## config.mk

```make
export PLATFORM = sky130hd
export DESIGN_NAME = pe_window_sequencer
export DESIGN_NICKNAME = d
export VERILOG_FILES = /design/src/rtl/pe_window_sequencer.sv
export SDC_FILE = /design/constraint.sdc
export NUM_CORES = 1
export LEC_CHECK = 0
export CAP_MARGIN = 20
export CORE_AREA = 2 2 86 88
export DETAILED_ROUTE_END_ITERATION = 16
export DIE_AREA = 0 0 88 90
export PLACE_DENSITY = 0.86
export SLEW_MARGIN = 20
export SYNTH_ARGS = -nofsm -noshare
export SYNTH_HDL_FRONTEND = slang
export SYNTH_SLANG_ARGS = --single-unit
```

## constraint.sdc

```tcl
create_clock -name clk -period 4.27 [get_ports clk]
set_input_delay 0.6405 -clock clk [delete_from_list [all_inputs] [get_ports clk]]
set_output_delay 0.6405 -clock clk [all_outputs]
set_load 0.02 [all_outputs]
```

## src/rtl/pe_window_sequencer.sv

```systemverilog
// pe_window_sequencer: steps one fp16 MAC PE through a KERNELxKERNEL window and captures its result.
// Optional build macro PE_SEQ_RELU_EN clamps negative captured results (including -0.0) to zero.
module pe_window_sequencer #(
    parameter int DATA_WIDTH  = 16,
    parameter int KERNEL      = 3,
    parameter int IMG_WIDTH   = 28,
    parameter int ADDR_WIDTH  = 10,
    parameter int WADDR_WIDTH = 4
) (
    input  logic                   clk,
    input  logic                   reset,
    input  logic                   start,
    input  logic [ADDR_WIDTH-1:0]  base_addr,
    output logic                   busy,
    output logic [ADDR_WIDTH-1:0]  pix_addr,
    output logic [WADDR_WIDTH-1:0] wgt_addr,
    input  logic [DATA_WIDTH-1:0]  pix_data,
    input  logic [DATA_WIDTH-1:0]  wgt_data,
    output logic                   pe_reset,
    output logic [DATA_WIDTH-1:0]  pe_a,
    output logic [DATA_WIDTH-1:0]  pe_b,
    input  logic [DATA_WIDTH-1:0]  pe_result,
    output logic [DATA_WIDTH-1:0]  out_data,
    output logic                   out_valid
);
    localparam int NBEAT = KERNEL * KERNEL;
    localparam int CW = (KERNEL > 1) ? $clog2(KERNEL) : 1;

    typedef enum logic [1:0] {IDLE, FETCH, DRAIN, CAPTURE} stateType;

    stateType state, nextState;
    logic [CW-1:0] col;
    logic [ADDR_WIDTH-1:0] rowBase;
    logic drainCnt;
    logic dataValid;
    logic lastBeat;
    logic [DATA_WIDTH-1:0] captured;

    // wgt_addr doubles as the beat counter since it always equals beat
    assign lastBeat = wgt_addr == WADDR_WIDTH'(NBEAT - 1);
    assign pe_reset = reset | (state == FETCH && wgt_addr == '0);

`ifdef PE_SEQ_RELU_EN
    assign captured = pe_result[DATA_WIDTH-1] ? '0 : pe_result;
`else
    assign captured = pe_result;
`endif

    always_ff @(posedge clk) begin
        if (reset) state <= IDLE;
        else state <= nextState;
    end

    always_comb begin
        nextState = state;
        case (state)
            IDLE:    nextState = start ? FETCH : IDLE;
            FETCH:   nextState = lastBeat ? DRAIN : FETCH;
            DRAIN:   nextState = drainCnt ? CAPTURE : DRAIN;
            CAPTURE: nextState = IDLE;
            default: nextState = IDLE;
        endcase
    end

    always_ff @(posedge clk) begin
        if (reset) begin
            busy      <= 1'b0;
            pix_addr  <= '0;
            wgt_addr  <= '0;
            pe_a      <= '0;
            pe_b      <= '0;
            out_data  <= '0;
            out_valid <= 1'b0;
            col       <= '0;
            rowBase   <= '0;
            drainCnt  <= 1'b0;
            dataValid <= 1'b0;
        end else begin
            out_valid <= 1'b0;
            dataValid <= state == FETCH;
            pe_a      <= dataValid ? pix_data : '0;
            pe_b      <= dataValid ? wgt_data : '0;
            case (state)
                IDLE: if (start) begin
                    busy     <= 1'b1;
                    pix_addr <= base_addr;
                    rowBase  <= base_addr;
                    wgt_addr <= '0;
                    col      <= '0;
                    drainCnt <= 1'b0;
                end
                FETCH: if (!lastBeat) begin
                    wgt_addr <= wgt_addr + 1'b1;
                    col      <= (col == CW'(KERNEL - 1)) ? '0 : col + 1'b1;
                    rowBase  <= (col == CW'(KERNEL - 1)) ? rowBase + ADDR_WIDTH'(IMG_WIDTH) : rowBase;
                    pix_addr <= (col == CW'(KERNEL - 1)) ? rowBase + ADDR_WIDTH'(IMG_WIDTH) : pix_addr + 1'b1;
                end
                DRAIN: drainCnt <= 1'b1;
                CAPTURE: begin
                    out_data  <= captured;
                    out_valid <= 1'b1;
                    busy      <= 1'b0;
                end
                default: ;
            endcase
        end
    end
endmodule

```

==> flow_summary.ini <==
[run_status]
status = completed

[logic_synthesis]
synth_fp_nets = 396
synth_cells = 331
ys.flop_type = dfxtp_1
synth-simple-area-share_pct = 21.5
synth_fa_ha_area_share_pct = 1.57
synthTopCellsByArea = dfxtp_1, and2_1, a22o_1
synth-async-reset-ratio_pct = 0
muxShareOfSynthArea_pct = 1.26
synth_area_leader_cell = dfxtp_1
synth_area_sq_um = 3190
synth_compound_area_share_pct = 18.1
synth_xor_area_share_pct = 3.30
synth_area_per_cell_sq_um = 9.63
synth_top_family_by_area = simple AND/OR/NAND/NOR gates
synth_edf_count = 0
ys_seq_elements = 80
yosysTopAreaCellShare_pct = 50.2
ys_warn_count = 0
synthDistinctLibCells = 49
ys_seq_area_share_pct = 50.2

[clocking]
cts_buffer_depth = 2
cts_root_buf = clkbuf_8
hold_buffers = 0
clk_latency_ns = 0.33
cts.reportedPaths.clkPinSlew_ns = 0.07
clock_sinks = 80
cts_max_level = 3
cts_buffers = 9
tritoncts = built
postCtsSetupBuffers = 0
cts_resized = 0

[sta]
hold_viol = 0
slew_headroom_pct = 42.8
tns_ns = 0
final.setup.worst_slack_ns = 1.25
rsz0062_at_grt = no
worstMarginPinSlew_ns = 0.856
slew_violations = 0
max_freq_mhz = 331
finClkSkew_ns = 0.00869
fin_crit_sh_pct = 70.7
setup_viol = 0
period_minus_slack_ns = 3.02

[floorplan]
die_area_sq_um = 7920
num_rows = 31
die_h_um = 90
fp.dieW_um = 88
ios = 126
initial_utilization_pct = 45.4
core_area_sq_um = 7020

[global_route]
grt_pass1_wl_um = 12600
grt_remaining_overflow = 0
track_usage_pct = 19.9
antenna_found_initial = 0
grt_start_max_net_pins = 33
grt_pass1_vias = 2664

[critical_path]
cp_max_fo = 30
reg2reg_depth = 7
r2r_slack_ns = 2.10
critPathKind = in -> out
crit_required_ns = 3.63
crit_path_frequent_cell = clkdlybuf4s50_1
cp.arrival_ns = 2.38
timing.rr.end = col[1]
crit_end = pe_reset
crit_chain = clkdlybuf4s50_1 > buf_4 > inv_1 > o41ai_1 > clkdlybuf4s50_1
worst_setup_path_start_kind = input pin
crit_slowest_cell = clkdlybuf4s50_1
r2r-start = wgt_addr[0]
cp-end-kind = primary output
cp-startpoint = reset
crit_path_max_incr_delay_ns = 0.67

[route]
drtPass1Iterations = 4
drtIter0Drc = 166
wl_met2_um = 4000
route.met3.wl_um = 558
drc = 0
highest_layer = met4
ant_nets = 0
totalWireLength_um = 7850
m1WireLength_um = 3100
vias = 2848
wl_per_cell_um = 14.1
viasPerCell = 5.12

[pwr]
seqPwrFrac_pct = 50.8
leakagePower_nw = 1.80
p_switching_uw = 390
p_int_mw = 1.18
pwr-share-comb_pct = 14.6
switching_share_pct = 24.9
ir_drop_mv = 0.176
pwr_density_cell_nw_per_um2 = 334
clkPwrFrac_pct = 34.6

[place]
post-dp-hpwl_um = 5710
pre_cts_slack_ns = 1.24
gp_congestion = 0.836
port_buffers = 125
post_dp_cell_area_sq_um = 4490

[layout]
layout-drive-gt1-share_pct = 5.91
nets = 518
fin_util_pct = 66.8
diodes = 0
area_growth_pct = 47.1
final_area_sq_um = 4690

[hold_path]
hold_class = reg -> reg

[job]
max_cap_viol_count = 0
==> synth_stat cells (2+ instances only) <==
| master | count |
|---|---|
| inv_1 | 6 |
| nand4_1 | 3 |
| nand3_1 | 4 |
| a22o_1 | 18 |
| a22oi_1 | 4 |
| nor3_1 | 6 |
| and2_1 | 33 |
| o21ai_0 | 12 |
| and3_1 | 6 |
| mux2i_1 | 4 |
| a21o_1 | 2 |
| clkbuf_1 | 7 |
| a21oi_1 | 22 |
| o31ai_1 | 3 |
| a211oi_1 | 5 |
| xor2_1 | 3 |
| nor2_1 | 29 |
| nand2_1 | 18 |
| or3_1 | 4 |
| buf_2 | 7 |
| dfxtp_1 | 80 |
| ha_1 | 4 |
| buf_6 | 3 |
| nand3b_1 | 3 |
| o211ai_1 | 3 |
| nor2b_1 | 3 |
| nand2b_1 | 5 |
| and4_1 | 2 |
| a31oi_1 | 4 |
| xnor2_1 | 9 |
==> state kept, by name (all words and copies together), names as in the netlist, 2 cells and up, named ones only <==
| signal | count |
|---|---|
| out_data | 16 |
| pe_a | 16 |
| pe_b | 16 |
| pix_addr | 10 |
| rowBase | 10 |
| wgt_addr | 4 |
| col | 2 |
==> metrics by stage <==
stage	hold slack, ns	std cells	total power [mW]
global route	0.485	556	1.63
detailed placement	0.455	541	1.04
CTS	0.467	556	1.58
global placement	0.442	541	1.03
finish	0.469	556	1.57
floorplan	0.437	331	0.929
==> worst max-delay path, delay by kind of cell <==
| family | cells | cell delay (ns) |
|---|---|---|
| AO/OA/AOI/OAI | 1 | 0.11 |
| buffers and inverters | 4 | 1.63 |
==> cells in the final DEF, fill, tap and decap left out, types with 4 or more instances in the layout <==
master           synthesis  layout
a211oi_1                 5       5
a21oi_1                 22      22
a22o_1                  18      18
a22oi_1                  4       4
a31oi_1                  4       4
and2_1                  33      33
and3_1                   6       6
buf_4                    1       5
clkbuf_8                 0      10
clkdlybuf4s50_1          0     125
dfxtp_1                 80      80
ha_1                     4       4
inv_1                    6       6
mux2i_1                  4       4
nand2_1                 18      18
nand2b_1                 5       5
nand3_1                  4       4
nor2_1                  29      29
nor3_1                   6       6
o21ai_0                 12      12
or3_1                    4       4
xnor2_1                  9       9
==> kinds of logic after synthesis <==
logic type	count (synthesis)
adder cells (fa/ha/maj)	4
multiplexers	4
flip-flops	80
AND/OR/NAND/NOR	124
AO/OA/AOI/OAI	82
XOR/XNOR	12
buffers and inverters	25
==> power by group through the flow <==
| stage | Combinational [mW] | Clock (mW) | Sequential [mW] |
|---|---|---|---|
| 6_report | 0.229 | 0.543 | 0.795 |
| 4_1_cts | 0.230 | 0.557 | 0.795 |
| 3_5_place_dp | 0.228 | 0 | 0.812 |
| 2_1_floorplan | 0.103 | 0 | 0.826 |
| 5_1_grt | 0.248 | 0.585 | 0.799 |
| 3_3_place_gp | 0.223 | 0 | 0.811 |
==> how the worst min path moves through the flow <==
| stage | start | to | slack, ns | cells after the start |
|---|---|---|---|---|
| after global routing | drainCnt | state[0] | 0.48 | 2 |
| final | drainCnt | state[0] | 0.47 | 2 |
| after CTS | drainCnt | state[0] | 0.47 | 2 |
| after floorplan | drainCnt | state[0] | 0.44 | 2 |
| after global placement | drainCnt | state[0] | 0.44 | 2 |
| after detailed placement | drainCnt | state[0] | 0.46 | 2 |
==> final cells by class <==
| type | instances | area (sq um) |
|---|---|---|
| repair buffers | 130 | 1290 |
| multi-input cells | 226 | 1460 |
| fillers | 584 | 2330 |
| inverters | 6 | 22.5 |
| flip-flops and latches | 80 | 1600 |
| well taps | 99 | 124 |
| clock buffers | 10 | 138 |
| clock inverters | 5 | 57.6 |
==> metal layers <==
layer,vias up,GRT usage (%)
met2,104,33.5
met5,-,0
met3,23,5.05
met4,0,8.33
li1,1409,-
met1,1312,23.5
Power figures use the tool's default switching activity.
